### src/rtl/vend_txn_controller.sv
// vend_txn_controller: coin credit, price check, dispenser handshake and unit-by-unit change return
module vend_txn_controller #(
  parameter int CREDIT_W = 3,
  parameter int TMO_W    = 8,
  parameter int TIMEOUT  = 200
) (
  input  logic                clk,
  input  logic                reset,
  input  logic                coin,
  input  logic                cancel,
  input  logic                sel_valid,
  input  logic [CREDIT_W-1:0] sel,
  input  logic                disp_ack,
  output logic                coin_accept,
  output logic                coin_reject,
  output logic                disp_req,
  output logic [CREDIT_W-1:0] disp_prod,
  output logic                change_pulse,
  output logic                insufficient,
  output logic [CREDIT_W-1:0] credit,
  output logic                busy
);
  typedef enum logic [1:0] {IDLE, COLLECT, VEND, CHANGE} state_t;
  localparam logic [CREDIT_W-1:0] MAX_CREDIT = '1;
  state_t state_q, state_d;
  logic [CREDIT_W-1:0] credit_q, credit_d, prod_q, prod_d;
  logic [TMO_W-1:0] tmo_q, tmo_d;
  logic acc_q, acc_d, rej_q, rej_d, req_q, req_d, chg_q, chg_d, ins_q, ins_d;
  always_ff @(posedge clk or posedge reset) begin
    if (reset) begin
      state_q  <= IDLE;
      credit_q <= '0;
      prod_q   <= '0;
      tmo_q    <= '0;
      acc_q    <= 1'b0;
      rej_q    <= 1'b0;
      req_q    <= 1'b0;
      chg_q    <= 1'b0;
      ins_q    <= 1'b0;
    end else begin
      state_q  <= state_d;
      credit_q <= credit_d;
      prod_q   <= prod_d;
      tmo_q    <= tmo_d;
      acc_q    <= acc_d;
      rej_q    <= rej_d;
      req_q    <= req_d;
      chg_q    <= chg_d;
      ins_q    <= ins_d;
    end
  end
  always_comb begin
    state_d  = state_q;
    credit_d = credit_q;
    prod_d   = prod_q;
    tmo_d    = '0;
    acc_d    = 1'b0;
    rej_d    = 1'b0;
    req_d    = req_q;
    chg_d    = 1'b0;
    ins_d    = 1'b0;
    case (state_q)
      IDLE: if (coin) begin
        state_d  = COLLECT;
        credit_d = CREDIT_W'(1);
        acc_d    = 1'b1;
      end
      COLLECT: begin
        tmo_d = (coin | cancel | sel_valid) ? '0 : tmo_q + TMO_W'(1);
        // cancel > sel_valid > coin; a coin losing to a higher event is refused
        if (cancel) begin
          state_d = CHANGE;
          rej_d   = coin;
        end else if (sel_valid) begin
          rej_d = coin;
          if (sel != '0 && sel <= credit_q) begin
            state_d  = VEND;
            credit_d = credit_q - sel;
            req_d    = 1'b1;
            prod_d   = sel;
          end else
            ins_d = 1'b1;
        end else if (coin) begin
          acc_d    = credit_q != MAX_CREDIT;
          rej_d    = credit_q == MAX_CREDIT;
          credit_d = credit_q != MAX_CREDIT ? credit_q + CREDIT_W'(1) : credit_q;
        end else if (tmo_q == TMO_W'(TIMEOUT - 1))
          state_d = CHANGE;
      end
      VEND: begin
        rej_d = coin;
        if (disp_ack) begin
          req_d   = 1'b0;
          prod_d  = '0;
          state_d = credit_q != '0 ? CHANGE : IDLE;
        end
      end
      CHANGE: begin
        rej_d    = coin;
        chg_d    = 1'b1;
        credit_d = credit_q - CREDIT_W'(1);
        state_d  = credit_q == CREDIT_W'(1) ? IDLE : CHANGE;
      end
      default: state_d = IDLE;
    endcase
  end
  assign coin_accept  = acc_q;
  assign coin_reject  = rej_q;
  assign disp_req     = req_q;
  assign disp_prod    = prod_q;
  assign change_pulse = chg_q;
  assign insufficient = ins_q;
  assign credit       = credit_q;
  assign busy         = state_q == VEND || state_q == CHANGE;
endmodule

### config.mk
export PLATFORM = sky130hd
export DESIGN_NAME = vend_txn_controller
export DESIGN_NICKNAME = d
export VERILOG_FILES = /design/src/rtl/vend_txn_controller.sv
export SDC_FILE = /design/constraint.sdc
export NUM_CORES = 1
export LEC_CHECK = 0
export ABC_AREA = 1
export CORE_MARGIN = 4
export CORE_UTILIZATION = 45
export CTS_BUF_LIST = sky130_fd_sc_hd__clkbuf_4
export DETAILED_ROUTE_END_ITERATION = 10
export GPL_ROUTABILITY_DRIVEN = 0
export PLACE_DENSITY = 0.79
export SYNTH_ARGS = -nofsm -noshare
export SYNTH_HDL_FRONTEND = slang
export SYNTH_SLANG_ARGS = --single-unit
export TNS_END_PERCENT = 10
### constraint.sdc
create_clock -name clk -period 2 [get_ports clk]
set_input_delay 0.4 -clock clk [delete_from_list [all_inputs] [get_ports clk]]
set_output_delay 0.4 -clock clk [all_outputs]
set_load 0.01 [all_outputs]
; Word level (Yosys, flattened, before mapping)
; Cells that the tools add are included.
; W data, S select, Z words.
[word_totals]
out_inout_bits = 12
inputBits = 9
reg_bits = 21
[op_classes]
magnitude_cmp = 1
eq_ne = 18
bitwise_logic = 2
reduce_logical = 11
add_sub_neg = 4
muxes = 43
[ops]
columns = op, n
row1 = $mux W3, 10
row2 = $mux W2, 9
row3 = $mux W1, 16
row4 = $mux W8, 2
row5 = $ne A3 B3 Y1 const B, 4
row6 = $ne A4 B4 Y1 const B, 3
row7 = $ne A2 B2 Y1 const B, 5
row8 = $reduce_and A5 Y1, 2
row9 = $pmux W3 S3, 1
row10 = $reduce_bool A3 Y1, 3
row11 = $add A8 B1 Y8 const B, 1
row12 = $eq A8 B8 Y1 const B, 1
row13 = $pmux W2 S4, 1
row14 = $pmux W1 S2, 3
row15 = $pmux W3 S2, 1
row16 = $reduce_and A6 Y1, 1
row17 = $eq A2 B2 Y1 const B, 2
row18 = $add A3 B1 Y3 const B, 1
row19 = $eq A3 B1 Y1 const B, 1
row20 = $eq A3 B3 Y1 const B, 1
row21 = $le A3 B3 Y1, 1
row22 = $sub A3 B1 Y3 const B, 1
row23 = $sub A3 B3 Y3, 1
row24 = $eq A2 B1 Y1 const B, 1
row25 = 6 further kinds, 7

; Longest topological paths before layout
; Gate-level depths: netlist (run 1).
[logic_depth]
depth_word = 6
ltp_mapped = 11
mapped_depth_nobuf = 11

; Worst setup path before layout (run 1)
; OpenSTA, ideal clock, no wires.
[synth_path]
path_kind = register -> register
start = register credit_q[0] (netlist: credit[0])
end = register credit_q[1] (netlist: credit[1])
slack_ns = 0.398
period_less_slack_ns = 1.602
required_ns = 1.878
arrival_time_ns = 1.480
path_stages_with_launch = 9
cell_sequence = dfrtp_1 -> inv_1 -> ha_1 -> inv_1 -> fa_1 -> nand2_1 -> o21ai_0 -> a21oi_1 -> o21ai_1
[synth_between]
elab_chain_cells = 6
[synth_lines]
columns = element, line_no
row1 = from (decl), 26  ; logic [CREDIT_W-1:0] credit_q, credit_d, prod_q, prod_d;
row2 = from (signal assigned), 42  ; credit_q <= credit_d;
row3 = $add A3 B1 Y3, 86  ; credit_d = credit_q != MAX_CREDIT ? credit_q + CREDIT_W'(1) : credit_q;
row4 = $mux W3, 86
row5 = $mux W3, 83  ; end else if (coin) begin
row6 = $mux W3, 74  ; end else if (sel_valid) begin
row7 = $mux W3, 71  ; if (cancel) begin
row8 = $pmux W3 S3, 62  ; case (state_q)
; Several ways; a longest one is shown, not always the timed one. The select of a mux whose other input is x is not followed.
; A chain may end at the register's enable or synchronous reset.

; Worst setup path in the final report (run 1)
[layout_path]
start = register state_q[0]
end = output port busy
[layout_between]
elab_chain_cells = 2
[layout_lines]
columns = element, line_no
row1 = from (decl), 25  ; state_t state_q, state_d;
row2 = from (signal assigned), 41  ; state_q <= state_d;
row3 = $eq A2 B2 Y1, 114  ; assign busy = state_q == VEND || state_q == CHANGE;
row4 = $logic_or A1 B1 Y1 (*), 114
row5 = to (decl), 21  ; output logic busy
; Mark *: on every way between the ends. The rest lies on a longest branch, timed or not.

==> results_dict.tcl, run 1 <==
set metrics [dict create \
    leakage_nw 0.8625 \
    slowest_stage "dfrtp_1" \
    crit_buf_inv 3 \
    syn_area_mm2 0.001320 \
    grt_pass1_wl_um 5181 \
    ir_worst_vdd_mv 0.8804 \
    cp-end-kind "primary output" \
    rows 19 \
    die_x_um 62.16 \
    mostFrequentLayoutCells "51 x nand2_1, 26 x inv_1, 21 x dfrtp_1" \
    max_freq_mhz 534.2 \
    crit_type "reg -> out" \
    whs_ns 0.4000 \
    layoutNonFillerInstCount 234 \
    core_area_mm2 0.002781 \
    grt_overflow 0 \
    finalCritPeriodShare 0.9360 \
    stdcell_area_mm2 0.001648 \
    cp_max_fo 4 \
    ant_nets 0 \
    syn_nets 194 \
    cp_common_cell "inv_1" \
    insertion_delay_ns 0.31 \
    antenna_found_initial 0 \
    yosysSeqAreaShare 0.3981 \
    viasPerCell 5.188 \
    layout.nets 227 \
    crit_required_ns 1.60 \
    vias 1214 \
    top_level_ports 21 \
    antenna_cells 0 \
    ctsLongestPathBuffers 2 \
    cpLargestDelayFamily "buffers and inverters" \
    avgSynthCellArea_um2 7.719 \
    arrival_ns 1.47 \
    final_core_util 0.5924 \
    cts_tree "yes" \
    fin_crit_ns 1.872 \
    hold_viol 0 \
    cts.sinks 21 \
    place_inst 229 \
    slew_headroom 0.8038 \
    setup_viol 0 \
    busiest_layer "met2" \
    die_area_mm2 0.003864 \
    max_stage_delay_ns 0.43 \
    drtPass1Iterations 5 \
    synth_cells 171 \
    holdBufCountCts 0 \
    worst_pin_slew_ns 0.2943 \
    fillCellCount 273 \
    use_met2 0.2759 \
    drive_gt1_frac 0.09852 \
    dp_hpwl_um 2322 \
    reg2reg_from "credit[0]" \
    syn_to_final_growth_pct 24.83 \
    synth_seq_cells 21 \
    worst_setup_path_start_kind "flop" \
    wire_per_inst_um 12.26 \
    rsz0062_at_grt "no" \
    clkSlewWorstSetupHoldPaths_ns 0.13 \
    hp-class "in -> async" \
    crit_chain "inv_1 -> ha_2 -> inv_1 -> nand2_1 -> dlygate4sd2_1" \
    grt_use_met3 0.03423 \
    placed_area_mm2 0.001612 \
    gr-usage-met1 0.1889 \
    drv_slew 0 \
    cts_root_buf "clkbuf_4" \
    grt_usage 0.1568 \
    die_h_um 62.16 \
    grt_pass1_vias 1260 \
    status "complete, no violations" \
    tns_ns 0 \
    crit_start "state_q[0]" \
    io_buffer_count 20 \
    wirelength_um 2868 \
    maxCapViolations 0 \
    start_util 0.4746 \
    synth_warnings 0 \
    grt_max_degree 22 \
    drt-initial-drc-count 60 \
    fin_worst_skew_ns 0.007620 \
    synth.distinct_cells 24 \
    final_common_cell "nand2_1" \
    cts_buffers 3 \
    ctsHtreeMaxLevel 1 \
    route.detailed.drc 0 \
    powerDensity_mw_per_mm2 1237 \
]
-- final cells by class --
type | count | area, µm² | area share
multi-input combinational | 123 | 695.7 | 0.4222
sequential | 21 | 525.5 | 0.3189
timing repair buffer | 28 | 259.0 | 0.1572
inverter | 27 | 101.3 | 0.06150
tap | 31 | 38.79 | 0.02354
clock buffer | 3 | 22.52 | 0.01367
clock inverter | 1 | 5.005 | 0.003037
-- Yosys cell counts --
cell type  count  share of area
fa_1           1          0.015
inv_2          1         0.0028
dfrtp_1       21           0.40
nand3_1        7          0.027
a31oi_1        1         0.0047
a41oi_1        1         0.0066
inv_1         26          0.074
ha_1          13           0.12
o21ai_2        1         0.0066
nor2_1        11          0.031
nor3_1         6          0.023
and3_1         1         0.0047
or2_2          2         0.0095
nand3_2        1         0.0076
xnor2_1        1         0.0066
nor3_4         1          0.012
nand2_1       51           0.15
a21oi_1        8          0.030
nand2_2        1         0.0047
nand4_1        4          0.019
o21ai_1        3          0.011
o21ai_0        7          0.027
o21a_1         1         0.0057
nor4_1         1         0.0047
-- worst paths after layout --
| kind | endpoint | slack [ns] | depth (start not counted) |
|---|---|---|---|
| setup / recovery | busy | 0.13 | 5 |
| min in group clk | tmo_q[0] | 0.48 | 1 |
| hold / removal | tmo_q[2] | 0.40 | 3 |
| setup reg to reg | credit[2] | 0.24 | 8 |
| max in group asynchronous | credit[2] | 1.37 | 3 |
| hold reg to reg | tmo_q[0] | 0.48 | 1 |
-- power by group --
part / internal, mW / switching, mW
Combinational: 0.532 / 0.656
Clock: 0.0748 / 0.141
Sequential: 0.541 / 0.0929
Total: 1.15 / 0.890
-- registers in the layout, summed over array words and instances, names as in the netlist --
signal and cells:
credit 3, disp_req 1, state_q 2, insufficient 1, tmo_q 8, coin_accept 1
disp_prod 3, coin_reject 1, change_pulse 1
-- through the flow --
stage                     setup WS [ns]  power [mW]
after CTS                        0.1342       2.050
after floorplan                  0.3979       1.374
final                            0.1280       2.039
after global placement         -0.03590       1.777
after detailed placement       -0.06733       1.824
after global routing            0.03718       2.245
-- layer usage --
layer	share of wire	up-vias
met5	0	-
met4	0.0087	0
met3	0.041	2
met2	0.48	26
met1	0.47	571
li1	-	615
-- worst reg2reg max path, delay by kind of cell, from the launching register on --
family / cells / cell delay, ns
xor gates and xnor gates: 1 / 0.17
AOI/OAI and AO/OA: 1 / 0.08
buffers and inverters: 2 / 0.21
adders and majority gates: 2 / 0.57
and+or+nand+nor: 2 / 0.18
DFF: 1 / 0.45
-- repair_timing --
action                     CTS  global route
buffers inserted             1             0
setup endpoints to repair    1             0
gates resized for setup      2             0
-- cells by family after synthesis --
group                    share of synthesized area
flip-flops                                  0.3981
buffers and inverters                      0.07677
adder cells (fa/ha/maj)                     0.1384
AND/OR/NAND/NOR                             0.2882
AO/OA/AOI/OAI                              0.09195
XOR/XNOR                                  0.006636
Power figures use the tool's default switching activity.
==> run 2, diff against run 1 <==
--- a/config.mk
+++ b/config.mk
@@ -15,4 +15,3 @@
 export SYNTH_ARGS = -nofsm -noshare
 export SYNTH_HDL_FRONTEND = slang
 export SYNTH_SLANG_ARGS = --single-unit
-export TNS_END_PERCENT = 10
==> results of run 2 <==
No change in the layout: final DEF, timing and power equal those of run 1.
==> run 3, diff against run 2 <==
--- a/config.mk
+++ b/config.mk
@@ -6,12 +6,12 @@
 export NUM_CORES = 1
 export LEC_CHECK = 0
 export ABC_AREA = 1
-export CORE_MARGIN = 4
-export CORE_UTILIZATION = 45
+export CORE_UTILIZATION = 30
 export CTS_BUF_LIST = sky130_fd_sc_hd__clkbuf_4
+export CTS_CLUSTER_DIAMETER = 120
 export DETAILED_ROUTE_END_ITERATION = 10
 export GPL_ROUTABILITY_DRIVEN = 0
-export PLACE_DENSITY = 0.79
+export PLACE_DENSITY = 0.6
 export SYNTH_ARGS = -nofsm -noshare
 export SYNTH_HDL_FRONTEND = slang
 export SYNTH_SLANG_ARGS = --single-unit
==> run 3 against run 2 <==
Clock-buffer cell count unchanged. Clock skew shrank 0.0021 ns. Highest routed layer unchanged. Fmax grew 1.7%. Global-route usage is 1.7 points lower. First-iteration DRC count decreased by 22%. Via count down 5.4%. Critical path type unchanged. Core utilization decreased by 18 points. Critical path depth is 1 lower. Sequential power about the same. Non-clock buffer count increased by 1. Worst hold slack lost 0.0045 ns. Combinational power about the same.
==> results_dict.tcl, run 3 (synthesized netlist as in run 1, its figures left out) <==
set metrics [dict create \
    status "complete, no violations" \
    max_stage_delay_ns 0.46 \
    drive_gt1_frac 0.1029 \
    setup_viol 0 \
    antenna_cells 0 \
    cts_root_buf "clkbuf_4" \
    grt_pass1_wl_um 4850 \
    die_x_um 68.33 \
    drv_slew 0 \
    leakage_nw 0.8673 \
    hold_viol 0 \
    wire_per_inst_um 11.13 \
    arrival_ns 1.44 \
    cts_tree "yes" \
    fin_crit_ns 1.841 \
    core_area_mm2 0.004115 \
    layoutNonFillerInstCount 254 \
    mostFrequentLayoutCells "51 x nand2_1, 26 x inv_1, 21 x dfrtp_1" \
    ctsLongestPathBuffers 2 \
    max_freq_mhz 543.3 \
    vias 1148 \
    top_level_ports 21 \
    io_buffer_count 20 \
    top_register "tmo_q" \
    cp-end-kind "primary output" \
    viasPerCell 4.520 \
    holdBufCountCts 0 \
    maxCapViolations 0 \
    syn_to_final_growth_pct 27.20 \
    ant_nets 0 \
    cts.sinks 21 \
    cp_max_fo 6 \
    cts_buffers 3 \
    worst_setup_path_start_kind "flop" \
    grt_overflow 0 \
    power_switching_uw 893.0 \
    ctsHtreeMaxLevel 1 \
    clkPwrFrac 0.106 \
    p_comb_frac 0.584 \
    die_h_um 68.33 \
    place_inst 249 \
    final_common_cell "nand2_1" \
    crit_required_ns 1.60 \
    rsz0062_at_grt "no" \
    insertion_delay_ns 0.31 \
    grt_max_degree 22 \
    start_util 0.3208 \
    antenna_found_initial 0 \
    drtPass1Iterations 4 \
    ir_worst_vdd_mv 0.3422 \
    swShare 0.4372 \
    clkSlewWorstSetupHoldPaths_ns 0.13 \
    grt_pass1_vias 1122 \
    powerDensity_mw_per_mm2 1216 \
    worst_pin_slew_ns 0.3030 \
    grt_usage 0.1395 \
    fin_worst_skew_ns 0.005525 \
    wirelength_um 2827 \
    cpLargestDelayFamily "flip-flops" \
    rows 23 \
    whs_ns 0.3954 \
    layout.nets 228 \
    hp-class "in -> async" \
    dp_hpwl_um 2187 \
    drt-initial-drc-count 47 \
    largest_reg_flops 8 \
    slowest_stage "dfrtp_1" \
    route.detailed.drc 0 \
    power_frac_seq 0.310 \
    crit_type "reg -> out" \
    die_area_mm2 0.004669 \
    p_int_mw 1.149 \
    finalCritPeriodShare 0.9203 \
    crit_chain "ha_1 -> inv_1 -> nand2_1 -> dlygate4sd2_1" \
    slew_headroom 0.7980 \
    crit_buf_inv 2 \
]
-- run 3: cell types whose count changed in the layout (fill, tap and decap cells not counted) --
cell / before / now
buf_4: 8 / 9
-- run 3: cell type report --
type	instances	area (µm²)
Fill cell	423	2436
Clock buffer	3	22.52
Tap cell	50	62.56
Multi-Input combinational cell	123	695.7
Sequential cell	21	525.5
Timing Repair Buffer	29	266.5
Clock inverter	1	5.005
Inverter	27	101.3
-- run 3: final timing paths --
kind	from	to	slack (ns)	depth (start not counted)
max	state_q[1]	busy	0.16	4
min	reset	disp_prod[1]	0.40	3
max reg2reg	credit[0]	credit[2]	0.27	8
min reg2reg	tmo_q[0]	tmo_q[0]	0.47	1
max in group asynchronous	reset	state_q[0]	1.38	3
min in group clk	tmo_q[0]	tmo_q[0]	0.47	1
-- run 3: per-stage QoR --
stage | cell area [µm²] | utilization | total power [mW] | TNS [ns] | setup WS, ns
6_report | 1679 | 0.4080 | 2.042 | 0 | 0.1595
5_1_grt | 1679 | 0.4080 | 2.255 | 0 | 0.06315
4_1_cts | 1679 | 0.4080 | 2.059 | 0 | 0.1438
3_5_place_dp | 1643 | 0.3992 | 1.823 | -0.8407 | -0.1067
3_3_place_gp | 1643 | 0.3992 | 1.813 | -0.7514 | -0.09402
2_1_floorplan | 1320 | - | 1.374 | 0 | 0.3979
-- run 3: repair_timing --
action | in CTS | in global routing
buffers inserted | 1 | 0
resized for setup | 2 | 0
endpoints found under the setup margin | 1 | 0
-- run 3: worst min-delay path, cell delays in order --
cell	delay [ns]
clkdlybuf4s50_1	0.39
inv_1	0.05
buf_4	0.27
-- run 3: routing by layer --
layer,vias to the layer above,wire length [µm],global-route usage
li1,620,-,-
met1,506,1474,0.1834
met2,20,1238,0.2267
met3,2,97,0.02167
met4,0,17,0.05469
met5,-,0,0
-- run 3: power by group through the flow --
stage | Sequential [mW] | Combinational (mW) | Clock [mW]
3_5_place_dp | 0.645 | 1.18 | 0
4_1_cts | 0.636 | 1.20 | 0.227
2_1_floorplan | 0.672 | 0.701 | 0
6_report | 0.634 | 1.19 | 0.217
3_3_place_gp | 0.646 | 1.17 | 0
5_1_grt | 0.651 | 1.37 | 0.239
